===== src/rtl/cpu_pkg.sv =====
// Shared definitions for the instruction fetch sequencer.
// Holds the sequencer state encoding, the HALT opcode and the default
// widths that the pc block, imem port and execute unit agree on.
package cpu_pkg;

    localparam int PC_W_DEF    = 4;
    localparam int INSTR_W_DEF = 8;
    localparam int OPC_W_DEF   = 4;
    localparam int CNT_W_DEF   = 16;

    localparam logic [3:0] OP_HALT = 4'hF;

    typedef enum logic [2:0] {
        ST_IDLE   = 3'd0,
        ST_FETCH  = 3'd1,
        ST_DECODE = 3'd2,
        ST_EXEC   = 3'd3,
        ST_UPDATE = 3'd4,
        ST_HALT   = 3'd5
    } state_t;

endpackage


===== src/rtl/fetch_ctrl_if.sv =====
// Bus bundle between the fetch sequencer and its neighbours: the imem
// port (req/ack/data), the execute unit (ir, valid/done, branch result)
// and the pc block (increment, load, target).
//   master : the sequencer side (drives req, ir, exec_valid, pc controls)
//   slave  : the memory / execute / pc side
interface fetch_ctrl_if #(
    parameter int PC_W    = cpu_pkg::PC_W_DEF,
    parameter int INSTR_W = cpu_pkg::INSTR_W_DEF
);
    logic               imem_req;
    logic               imem_ack;
    logic [INSTR_W-1:0] imem_data;
    logic [INSTR_W-1:0] ir;
    logic               exec_valid;
    logic               exec_done;
    logic               br_taken;
    logic [PC_W-1:0]    br_tgt;
    logic               pc_en;
    logic               pc_load;
    logic [PC_W-1:0]    pc_tgt;

    modport master (
        output imem_req, ir, exec_valid, pc_en, pc_load, pc_tgt,
        input  imem_ack, imem_data, exec_done, br_taken, br_tgt
    );

    modport slave (
        input  imem_req, ir, exec_valid, pc_en, pc_load, pc_tgt,
        output imem_ack, imem_data, exec_done, br_taken, br_tgt
    );
endinterface


===== src/rtl/retire_counter.sv =====
// Saturating retired-instruction counter.
// Ports:
//   clk  - system clock
//   clr  - synchronous clear (active high)
//   inc  - add one this cycle; holds at all-ones once reached
//   cnt  - current count
module retire_counter #(
    parameter int CNT_W = cpu_pkg::CNT_W_DEF
) (
    input  logic             clk,
    input  logic             clr,
    input  logic             inc,
    output logic [CNT_W-1:0] cnt
);
    always_ff @(posedge clk) begin
        if (clr) begin
            cnt <= '0;
        end else if (inc && !(&cnt)) begin
            cnt <= cnt + CNT_W'(1);
        end
    end
endmodule


===== src/rtl/fetch_ctrl.sv =====
// Multi-cycle program-counter / instruction-fetch sequencer.
// Walks each instruction through FETCH, DECODE, EXEC and UPDATE, handshaking
// with imem and the execute unit, and drives the pc block's increment/load.
// Ports:
//   clk, rst   - system clock, synchronous active-high reset
//   start      - leave IDLE/HALT and begin fetching
//   halt_req   - stop at the next instruction boundary
//   bus        - imem / execute / pc bundle (master side)
//   halted     - high while in HALT
//   retire_cnt - saturating count of retired instructions
//
// state  | meaning
// -------+-------------------------------------------------------------
// IDLE   | after reset, everything quiet, waiting for start
// FETCH  | imem_req held until imem_ack; ir latched on ack
// DECODE | one cycle; HALT opcode stops here without retiring
// EXEC   | exec_valid held until exec_done; branch result captured
// UPDATE | one cycle; pc_load or pc_en pulse, retire count bumps
// HALT   | halted high, waiting for start
module fetch_ctrl
    import cpu_pkg::*;
#(
    parameter int PC_W    = PC_W_DEF,
    parameter int INSTR_W = INSTR_W_DEF,
    parameter int OPC_W   = OPC_W_DEF,
    parameter int CNT_W   = CNT_W_DEF
) (
    input  logic              clk,
    input  logic              rst,
    input  logic              start,
    input  logic              halt_req,
    fetch_ctrl_if.master      bus,
    output logic              halted,
    output logic [CNT_W-1:0]  retire_cnt
);
    state_t          state, state_nxt;
    logic            halt_pend;
    logic            br_taken_q;
    logic [PC_W-1:0] br_tgt_q;
    logic            is_halt_op;
    logic            retire;

    assign is_halt_op = (bus.ir[INSTR_W-1 -: OPC_W] == OPC_W'(OP_HALT));

    always_ff @(posedge clk) begin
        if (rst) begin
            state <= ST_IDLE;
        end else begin
            state <= state_nxt;
        end
    end

    // A request seen during UPDATE itself still stops at this boundary.
    always_comb begin
        state_nxt = state;
        case (state)
            ST_IDLE:   if (start) state_nxt = ST_FETCH;
            ST_FETCH:  if (bus.imem_ack) state_nxt = ST_DECODE;
            ST_DECODE: state_nxt = is_halt_op ? ST_HALT : ST_EXEC;
            ST_EXEC:   if (bus.exec_done) state_nxt = ST_UPDATE;
            ST_UPDATE: state_nxt = (halt_pend || halt_req) ? ST_HALT : ST_FETCH;
            ST_HALT:   if (start) state_nxt = ST_FETCH;
            default:   state_nxt = ST_IDLE;
        endcase
    end

    always_comb begin
        bus.imem_req   = 1'b0;
        bus.exec_valid = 1'b0;
        bus.pc_en      = 1'b0;
        bus.pc_load    = 1'b0;
        halted         = 1'b0;
        retire         = 1'b0;
        case (state)
            ST_FETCH:  bus.imem_req   = 1'b1;
            ST_EXEC:   bus.exec_valid = 1'b1;
            ST_UPDATE: begin
                bus.pc_load = br_taken_q;
                bus.pc_en   = !br_taken_q;
                retire      = 1'b1;
            end
            ST_HALT:   halted = 1'b1;
            default:   ;
        endcase
    end

    // The pending flag only accumulates while an instruction is in flight;
    // it is consumed by UPDATE and never carried into IDLE/HALT.
    always_ff @(posedge clk) begin
        if (rst) begin
            halt_pend <= 1'b0;
        end else if (state == ST_IDLE || state == ST_HALT || state == ST_UPDATE) begin
            halt_pend <= 1'b0;
        end else if (halt_req) begin
            halt_pend <= 1'b1;
        end
    end

    always_ff @(posedge clk) begin
        if (rst) begin
            bus.ir     <= '0;
            br_taken_q <= 1'b0;
            br_tgt_q   <= '0;
        end else begin
            if (state == ST_FETCH && bus.imem_ack) begin
                bus.ir <= bus.imem_data;
            end
            if (state == ST_EXEC && bus.exec_done) begin
                br_taken_q <= bus.br_taken;
                br_tgt_q   <= bus.br_tgt;
            end
        end
    end

    assign bus.pc_tgt = br_tgt_q;

    retire_counter #(.CNT_W(CNT_W)) u_retire (
        .clk (clk),
        .clr (rst),
        .inc (retire),
        .cnt (retire_cnt)
    );
endmodule


===== src/flat_wrapper.sv =====
// flat-port wrapper written by rule: the top's interface ports become plain ports
module fetch_ctrl_flat import cpu_pkg::*;
#(
    parameter int PC_W    = PC_W_DEF,
    parameter int INSTR_W = INSTR_W_DEF,
    parameter int OPC_W   = OPC_W_DEF,
    parameter int CNT_W   = CNT_W_DEF
)
  (clk, rst, start, halt_req, halted, retire_cnt, bus_imem_req, bus_ir, bus_exec_valid, bus_pc_en, bus_pc_load, bus_pc_tgt, bus_imem_ack, bus_imem_data, bus_exec_done, bus_br_taken, bus_br_tgt);
  fetch_ctrl_if #(.PC_W(PC_W), .INSTR_W(INSTR_W)) bus_i ();
  input  logic clk;
  input  logic rst;
  input  logic start;
  input  logic halt_req;
  output logic halted;
  output logic [CNT_W-1:0] retire_cnt;
  output wire logic [$bits(bus_i.imem_req)-1:0] bus_imem_req;
  output wire logic [$bits(bus_i.ir)-1:0] bus_ir;
  output wire logic [$bits(bus_i.exec_valid)-1:0] bus_exec_valid;
  output wire logic [$bits(bus_i.pc_en)-1:0] bus_pc_en;
  output wire logic [$bits(bus_i.pc_load)-1:0] bus_pc_load;
  output wire logic [$bits(bus_i.pc_tgt)-1:0] bus_pc_tgt;
  input wire logic [$bits(bus_i.imem_ack)-1:0] bus_imem_ack;
  input wire logic [$bits(bus_i.imem_data)-1:0] bus_imem_data;
  input wire logic [$bits(bus_i.exec_done)-1:0] bus_exec_done;
  input wire logic [$bits(bus_i.br_taken)-1:0] bus_br_taken;
  input wire logic [$bits(bus_i.br_tgt)-1:0] bus_br_tgt;
  assign bus_imem_req = bus_i.imem_req;
  assign bus_ir = bus_i.ir;
  assign bus_exec_valid = bus_i.exec_valid;
  assign bus_pc_en = bus_i.pc_en;
  assign bus_pc_load = bus_i.pc_load;
  assign bus_pc_tgt = bus_i.pc_tgt;
  assign bus_i.imem_ack = bus_imem_ack;
  assign bus_i.imem_data = bus_imem_data;
  assign bus_i.exec_done = bus_exec_done;
  assign bus_i.br_taken = bus_br_taken;
  assign bus_i.br_tgt = bus_br_tgt;
  fetch_ctrl #(.PC_W(PC_W), .INSTR_W(INSTR_W), .OPC_W(OPC_W), .CNT_W(CNT_W)) u_core (.clk(clk), .rst(rst), .start(start), .halt_req(halt_req), .bus(bus_i), .halted(halted), .retire_cnt(retire_cnt));
endmodule

===== config.mk =====
export PLATFORM = sky130hd
export DESIGN_NAME = fetch_ctrl_flat
export DESIGN_NICKNAME = d
export VERILOG_FILES = /design/src/rtl/cpu_pkg.sv /design/src/rtl/fetch_ctrl_if.sv /design/src/rtl/retire_counter.sv /design/src/rtl/fetch_ctrl.sv /design/src/flat_wrapper.sv
export SDC_FILE = /design/constraint.sdc
export NUM_CORES = 1
export LEC_CHECK = 0
export ABC_CLOCK_PERIOD_IN_PS = 4700
export CORE_MARGIN = 3
export CORE_UTILIZATION = 49
export DETAILED_ROUTE_END_ITERATION = 8
export PLACE_DENSITY = 0.87
export SLEW_MARGIN = 0
export SYNTH_ARGS = -nofsm -noshare
export SYNTH_HDL_FRONTEND = slang
export SYNTH_SLANG_ARGS = --single-unit

===== constraint.sdc =====
create_clock -name clk -period 4.7 [get_ports clk]
set_clock_uncertainty 0.1 [all_clocks]
set_input_delay 0.47 -clock clk [delete_from_list [all_inputs] [get_ports clk]]
set_output_delay 0.47 -clock clk [all_outputs]
set_load 0.01 [all_outputs]

==> run summary, run 1 <==
Synth cell types = 40
Post-synth EDFFs = 0
Vias = 1523
drt drc = 0
CP max stage delay = 0.56 ns
synth warn = 0
gr ovfl total = 0
LEAKAGE = 0.752 nW
Reg clk slew, reported paths = 0.09 ns
Crit Path Class = register to primary output
# rows = 20
power per cell area = 245 mW/mm^2
final core occ = 0.702
number of diodes = 0
first-pass GRT wire length = 6.21 mm
Synth Instances = 182
worst path cell trace = or3b_1, nor2_1, clkdlybuf4s50_1
synth-to-layout area growth = 35.1%
Routed Antenna Nets = 0
synthesized flop and latch total = 33
postcts setup bufs = 0
WHS Endpoint = u_core.u_retire.cnt[15]
total wire length = 3.71 mm
HPWL after detailed placement = 2.70 mm
reg2reg setup slack = 2.61 ns
critical path launch point type = register
Reg2Reg Depth = 4
Max-slew headroom = 0.362
FF-to-FF Start = u_core.u_retire.cnt[13]
Worst-Skew Late Latency = 0.33 ns
synthesized area = 0.00161 mm^2
clock tree from TritonCTS = yes
die width = 63.4 um
status = finished, final reports clean
Final Hold Viols = 0
clock sink count = 33
initial antenna violation count = 0
f_max = 0.378 GHz
vias in the first global route = 1330
port bufs = 51
Total GRT Usage = 0.195
Synth Net Count = 202
Worst Path Arrival = 2.08 ns
Layout Nets = 249
die area = 0.00402 mm^2
post-synthesis sequential area ratio = 0.410
Worst Tran Pin Value = 0.949 ns
top_reg_cell synth = dfxtp_1
largest net degree at the start of global routing = 35
worst path bufs/invs = 1
drt pass-1 iters = 4
Clock Tree Root = clkbuf_4
io pins = 52
commonest cells in the synthesized netlist = 33 x dfxtp_1, 24 x nor2_1, 14 x mux2i_1
Resize count post-CTS = 0
crit share post-route = 0.563
Worst setup EP type = primary output
count leader, synth = dfxtp_1
RSZ-0062 raised after global routing = no
worst hold-check path type = register to register
Peak supply drop = 0.000227 V
Starting DRT DRC Count = 159
H-Tree Depth = 2
Avg WL per Cell = 13.5 um
GPL Wtd Cong = 0.831
DR vias/cell = 5.56
area share of the largest cell type after synthesis = 0.410
worst-path fanout max = 11
hold depth = 2
largest area contributor in the netlist = dfxtp_1
asr flop ratio synth = 0
min-delay src = u_core.u_retire.cnt[15]
Die Height = 63.4 um
Worst path slowest cell = clkdlybuf4s50_1
CP Data Required Time = 4.13 ns
post-cts hold buffer count = 0
Synth area leaders = dfxtp_1 41%, mux2i_1 8.7%, nor2_1 5.6%, a21oi_1 4.0%, o31ai_1 2.8%
Worst path depth = 3
fraction of layout cells with a size suffix above 1 = 0.0565
setup TNS = 0 ns
max_cap viols = 0
FF-to-FF End = u_core.u_retire.cnt[7]
Top Family by Delay on Critical Path = simple AND/OR/NAND/NOR gates
Initial Util = 0.520
CTS max path bufs = 2
Tmin final = 2.65 ns
mean post-synth cell area = 8.86 um^2
CORE AREA = 0.00310 mm^2
final setup fails = 0
Pins Over Slew Limit = 0
CTS buffer count = 5
==> report_power, final <==
group	total [mW]	switching, mW	leakage (nW)	internal, mW
clock	0.150	0.0927	0.0320	0.0569
combinational	0.0810	0.0339	0.453	0.0472
sequential	0.303	0.0140	0.267	0.289
total	0.533	0.140	0.752	0.393
==> cell usage in the layout, fill, tap and decap left out, drive strengths merged, types with 3 or more instances in the layout <==
cell / instances
mux2i: 14
clkbuf: 6
or4: 6
nand4: 7
nand2: 8
inv: 5
nand3: 7
nor2: 24
o21ai: 4
or3: 4
o31ai: 6
mux2: 3
and4: 3
a21oi: 13
nor2b: 4
dfxtp: 33
clkdlybuf4s50: 51
nor4: 3
==> how the worst max path moves through the flow <==
stage	start	to
floorplan	u_core.u_retire.cnt[4]	u_core.u_retire.cnt[13]
finish	u_core.state[2]	bus_pc_en
detailed placement	u_core.state[2]	bus_pc_en
CTS	u_core.state[2]	bus_pc_en
global route	u_core.state[2]	bus_pc_en
global placement	u_core.state[2]	bus_pc_en
==> state kept, by name, indices dropped and copies added (netlist names) <==
signal,flops
u_core.bus.ir,8
u_core.u_retire.cnt,16
u_core.br_taken_q,1
u_core.halt_pend,1
u_core.bus.pc_tgt,4
u_core.state,3
==> logic make-up after synthesis <==
logic type,count (synthesis),synth area share
AND/OR/NAND/NOR,78,0.275
AO/OA/AOI/OAI,36,0.151
flip-flops,33,0.410
buffers and inverters,17,0.0481
multiplexers,17,0.108
adder cells (fa/ha/maj),1,0.00776
==> area by class of cell <==
class                      instances  area, um^2
tap                               44        55.1
clock inverter                     2        10.0
fill                             255         925
inverter                           5        18.8
multi-input combinational        132         875
clock buffer                       6        41.3
sequential                        33         661
timing repair buffer              52         518
==> metrics by stage <==
stage | total power, mW | setup slack, ns | hold slack [ns] | std cells | instance area (um^2)
after global routing | 0.560 | 1.95 | 0.433 | 274 | 2180
after floorplan | 0.355 | 2.97 | 0.378 | 182 | 1610
after CTS | 0.540 | 2.05 | 0.408 | 274 | 2180
final | 0.533 | 2.05 | 0.403 | 274 | 2180
after detailed placement | 0.390 | 2.44 | 0.384 | 266 | 2130
after global placement | 0.388 | 2.48 | 0.377 | 266 | 2130
==> worst min-delay path: stages, from the launching register on <==
cell and delay (ns):
dfxtp_1 0.34, o41ai_1 0.07, a21oi_1 0.06
==> metal layers <==
| metal | global-route usage | vias up | share of wire | routed length, um |
|---|---|---|---|---|
| met5 | 0 | - | 0 | 0 |
| met4 | 0.0889 | 0 | 0.016 | 61 |
| met3 | 0.0499 | 6 | 0.046 | 169 |
| met2 | 0.305 | 45 | 0.50 | 1840 |
| met1 | 0.251 | 700 | 0.44 | 1630 |
| li1 | - | 772 | - | - |
Power figures use the tool's default switching activity.
==> inputs of run 2 (changes only) <==
--- a/config.mk
+++ b/config.mk
@@ -5,11 +5,11 @@
 export SDC_FILE = /design/constraint.sdc
 export NUM_CORES = 1
 export LEC_CHECK = 0
-export ABC_CLOCK_PERIOD_IN_PS = 4700
+export ABC_CLOCK_PERIOD_IN_PS = 2450
 export CORE_MARGIN = 3
-export CORE_UTILIZATION = 49
+export CORE_UTILIZATION = 45
 export DETAILED_ROUTE_END_ITERATION = 8
-export PLACE_DENSITY = 0.87
+export PLACE_DENSITY = 0.81
 export SLEW_MARGIN = 0
 export SYNTH_ARGS = -nofsm -noshare
 export SYNTH_HDL_FRONTEND = slang
==> constraint.sdc (replaced) <==
create_clock -name clk -period 2.45 [get_ports clk]
set_clock_uncertainty 0.1 [all_clocks]
set_input_delay 0.245 -clock clk [delete_from_list [all_inputs] [get_ports clk]]
set_output_delay 0.245 -clock clk [all_outputs]
set_load 0.01 [all_outputs]
==> run 2 against run 1 <==
  * Wire length down 0.78%
  * Via count up 0.66%
  * Combinational power up 91%
  * Power up 130%
  * Non-clock buffer count up 2
  * Critical endpoint unchanged
  * Largest cell class unchanged
  * Global-route usage down 1.2 points
  * Final area up 3.3%
  * Utilization down 3.8 points
  * Critical path type unchanged
  * First-iteration DRC count down 40%
  * Sequential power up 92%
==> run summary, run 2 (synthesis results as in run 1) <==
Internal = 0.962 mW
worst hold-check path type = input port to register
post-route cell area = 0.00225 mm^2
setup ws final = 0.163 ns
commonest non-fill, non-tap cell in the layout = clkdlybuf4s50_1
Worst Path Arrival = 1.94 ns
die width = 65.9 um
largest net degree at the start of global routing = 17
H-Tree Depth = 2
Worst Tran Pin Value = 0.488 ns
storage element area = 662 um^2
Crit Path Class = register to primary output
Worst path slowest cell = clkdlybuf4s50_1
port bufs = 51
max reg flops = 16
DR vias/cell = 5.51
max_cap viols = 0
drt pass-1 iters = 4
post-route insts no fill = 278
HPWL after detailed placement = 2.63 mm
Net Switching = 0.283 mW
Max-slew headroom = 0.671
fraction of layout cells with a size suffix above 1 = 0.0776
CTS buffer count = 5
most frequent cells in the layout = 51 x clkdlybuf4s50_1, 32 x dfxtp_1, 24 x nor2_1
clock network power share = 0.408
GPL Wtd Cong = 0.871
footprint of the multi-input gates = 877 um^2
first-pass GRT wire length = 6.20 mm
post-cts hold buffer count = 0
status = finished, final reports clean
Clock Tree Root = clkbuf_4
CP max stage delay = 0.56 ns
RSZ-0062 raised after global routing = no
reg2reg setup slack = 0.51 ns
worst path cell trace = or3b_4, nor2_1, clkdlybuf4s50_1
number of diodes = 0
Tmin final = 2.29 ns
dpl cells = 270
clock tree from TritonCTS = yes
CORE AREA = 0.00339 mm^2
power per cell area = 553 mW/mm^2
Total GRT Usage = 0.184
Reg clk slew, reported paths = 0.11 ns
Routed Antenna Nets = 0
Layout Nets = 251
clock sink count = 33
Initial Util = 0.476
crit share post-route = 0.933
Starting DRT DRC Count = 96
area post-placement = 0.00214 mm^2
CP Data Required Time = 2.11 ns
Peak supply drop = 0.000368 V
synth-to-layout area growth = 39.6%
CTS max path bufs = 2
Avg WL per Cell = 13.2 um
io pins = 52
LEAKAGE = 0.789 nW
Worst setup EP type = primary output
initial antenna violation count = 0
# rows = 21
# fillers = 281
setup TNS = 0 ns
Vias = 1533
drt drc = 0
total wire length = 3.68 mm
Worst-Skew Late Latency = 0.34 ns
vias in the first global route = 1392
Net Sw Frac = 0.228
Pins Over Slew Limit = 0
Final Hold Viols = 0
most flop-heavy register = u_core.u_retire.cnt
share of power burned in registers = 0.468
postcts setup bufs = 0
worst-path fanout max = 11
critical path launch point type = register
Comb power frac = 0.125
Die Height = 65.9 um
dpl ws = 0.434 ns
die area = 0.00434 mm^2
gr ovfl total = 0
final setup fails = 0
f_max = 0.437 GHz
==> run 2: cell types whose count changed in the layout (fill, tap and decap cells not counted) <==
cell       before  now
buf_4           1    3
bufinv_16       0    2
clkbuf_1        1    0
clkinv_2        2    1
dfxtp_1        33   32
dfxtp_2         0    1
or3b_1          1    0
or3b_4          0    1
==> run 2: power by group through the flow <==
stage / logic (mW) / clock network, mW / registers, mW
CTS: 0.156 / 0.520 / 0.581
floorplan: 0.0984 / 0 / 0.582
detailed placement: 0.154 / 0 / 0.593
finish: 0.155 / 0.508 / 0.582
global route: 0.168 / 0.544 / 0.586
global placement: 0.154 / 0 / 0.592
==> run 2: what timing repair did <==
| action | in CTS | in global routing |
|---|---|---|
| setup endpoints to repair | 0 | 1 |
| resized for setup | 0 | 2 |
| hold endpoints to repair | 0 | 0 |
==> run 2: final timing paths <==
path	from	end	cells after the start
worst max-delay path	u_core.state[0]	bus_pc_en	3
worst min-delay path	bus_br_taken	u_core.br_taken_q	3
worst max register to register	u_core.state[1]	u_core.u_retire.cnt[9]	4
worst min register to register	u_core.u_retire.cnt[15]	u_core.u_retire.cnt[15]	2
==> run 2: layout make-up <==
| cell class | count | area share |
|---|---|---|
| Sequential cell | 33 | 0.294 |
| Timing Repair Buffer | 54 | 0.237 |
| Multi-Input combinational cell | 132 | 0.390 |
| Clock inverter | 3 | 0.0289 |
| Clock buffer | 5 | 0.0167 |
| Tap cell | 46 | 0.0256 |
| Inverter | 5 | 0.00834 |
==> run 2: routing by layer <==
metal  global-route usage  wire [um]  share of wire
met4               0.0674         63          0.017
met1                0.219       1640           0.44
met3               0.0748        321          0.087
met2                0.294       1660           0.45
met5                    0          0              0
==> run 2: through the flow <==
| stage | utilization | hold slack [ns] | total power [mW] |
|---|---|---|---|
| global route | 0.664 | 0.395 | 1.30 |
| finish | 0.664 | 0.395 | 1.25 |
| detailed placement | 0.633 | 0.388 | 0.747 |
| global placement | 0.633 | 0.375 | 0.746 |
| CTS | 0.663 | 0.385 | 1.26 |
| floorplan | - | 0.289 | 0.681 |
==> run 2: worst max-delay path: cells and delay by family, from the launching register on <==
kind | cells | cell delay (ns)
buffers and inverters | 1 | 0.56
flip-flops | 1 | 0.44
AND/OR/NAND/NOR | 2 | 0.60
==> inputs of run 3 (changes only) <==
--- a/config.mk
+++ b/config.mk
@@ -9,6 +9,7 @@
 export CORE_MARGIN = 3
 export CORE_UTILIZATION = 45
 export DETAILED_ROUTE_END_ITERATION = 8
+export GPL_TIMING_DRIVEN = 0
 export PLACE_DENSITY = 0.81
 export SLEW_MARGIN = 0
 export SYNTH_ARGS = -nofsm -noshare
==> run 3 against run 2 <==
  * First-iteration DRC count fell by 15%
  * Register-to-register slack is essentially flat
  * Final cell count increased by 2.9%
  * Sequential share of layout area fell by 0.35 points
  * Non-clock buffer count increased by 8
  * Critical path depth increased by 2
  * Setup slack worse by 0.050 ns
  * Count of clock-buffer cells in the layout is the same
  * Critical endpoint unchanged
==> run summary, run 3 (synthesis results as in run 1) <==
status = finished, final reports clean
drt drc = 0
DR vias/cell = 5.60
Avg WL per Cell = 13.7 um
met3 wire length = 332 um
Reg clk slew, reported paths = 0.11 ns
largest net degree at the start of global routing = 12
fraction of layout cells with a size suffix above 1 = 0.0792
Net Switching = 0.289 mW
Vias = 1601
Crit Path Class = register to primary output
Initial Util = 0.476
Worst Path Arrival = 1.99 ns
number of diodes = 0
drt pass-1 iters = 4
Worst setup EP type = primary output
most frequent cells in the layout = 50 x clkdlybuf4s50_1, 33 x dfxtp_1, 24 x nor2_1
Peak supply drop = 0.000422 V
worst hold-check path type = input port to register
Final Hold Viols = 0
power per cell area = 553 mW/mm^2
Net Sw Frac = 0.230
Die Height = 65.9 um
clock tree from TritonCTS = yes
max reg flops = 16
Clock Tree Root = clkbuf_4
vias in the first global route = 1510
die area = 0.00434 mm^2
CTS buffer count = 5
RSZ-0062 raised after global routing = no
most flop-heavy register = u_core.u_retire.cnt
commonest non-fill, non-tap cell in the layout = clkdlybuf4s50_1
clock sink count = 33
setup TNS = 0 ns
io pins = 52
Max-slew headroom = 0.653
H-Tree Depth = 2
synth-to-layout area growth = 41.0%
# fillers = 288
share of power burned in registers = 0.451
LEAKAGE = 0.801 nW
Layout Nets = 259
final setup fails = 0
GPL Wtd Cong = 0.840
critical path launch point type = register
postcts setup bufs = 0
first-pass GRT wire length = 6.37 mm
# rows = 21
top layer in use = met4
Tmin final = 2.34 ns
Routed Antenna Nets = 0
Worst-Skew Late Latency = 0.35 ns
reg2reg setup slack = 0.50 ns
max_cap viols = 0
Total GRT Usage = 0.190
gr ovfl total = 0
total wire length = 3.92 mm
Internal = 0.968 mW
dpl ws = 0.474 ns
Worst Tran Pin Value = 0.520 ns
CP Data Required Time = 2.11 ns
port bufs = 50
crit share post-route = 0.954
Resize count post-CTS = 0
Starting DRT DRC Count = 82
die width = 65.9 um
Comb power frac = 0.141
f_max = 0.428 GHz
CTS max path bufs = 2
setup ws final = 0.113 ns
HPWL after detailed placement = 2.85 mm
routed wl met2 = 1.83 mm
Post-Route M1 WL = 1.68 mm
Pins Over Slew Limit = 0
CORE AREA = 0.00339 mm^2
post-cts hold buffer count = 0
clock network power share = 0.408
initial antenna violation count = 0
worst-path fanout max = 10
run 3: changes by cell type in the layout (fill, tap and decap cells not counted), sizes merged:
cell / change
buf: +3
clkbuf: +6
clkdlybuf4s50: -1
run 3: worst paths after layout:
check                    startpoint                       to  depth (start not counted)
max                 u_core.state[0]                bus_pc_en                          5
max reg2reg  u_core.u_retire.cnt[8]  u_core.u_retire.cnt[11]                          5
min reg2reg        u_core.bus.ir[1]         u_core.bus.ir[1]                          2
min                             rst   u_core.u_retire.cnt[6]                          3
run 3: layout make-up:
cell class	instances	area, um^2	share of cell area
clock inverter	3	65.1	0.0286
inverter	5	18.8	0.00826
timing repair buffer	50	500	0.220
clock buffer	5	37.5	0.0165
multi-input combinational	132	875	0.385
tap	46	57.6	0.0253
buffer	12	58.8	0.0259
sequential	33	661	0.291
run 3: critical path: stages, from the launching register on:
cell             delay, ns
dfxtp_1               0.33
buf_6                 0.14
or3b_1                0.35
buf_2                 0.18
nor2_1                0.10
clkdlybuf4s50_1       0.56
run 3: power by group through the flow:
stage / Clock, mW / Combinational, mW / Sequential, mW
floorplan: 0 / 0.0984 / 0.582
global placement: 0 / 0.175 / 0.579
detailed placement: 0 / 0.177 / 0.580
CTS: 0.526 / 0.178 / 0.568
global route: 0.540 / 0.196 / 0.570
finish: 0.513 / 0.177 / 0.568
run 3: layer usage:
| layer | GRT usage | vias up |
|---|---|---|
| met3 | 0.0748 | 7 |
| met1 | 0.215 | 729 |
| met2 | 0.309 | 68 |
| met5 | 0 | - |
| met4 | 0.0907 | 0 |
| li1 | - | 797 |
run 3: per-stage QoR:
step	util	hold WS (ns)	cell area [um^2]	cells	total power [mW]
floorplan	-	0.289	1610	182	0.681
global route	0.671	0.230	2270	286	1.31
finish	0.671	0.210	2270	286	1.26
detailed placement	0.640	0.385	2170	278	0.757
CTS	0.671	0.200	2270	286	1.27
global placement	0.640	0.375	2170	278	0.755
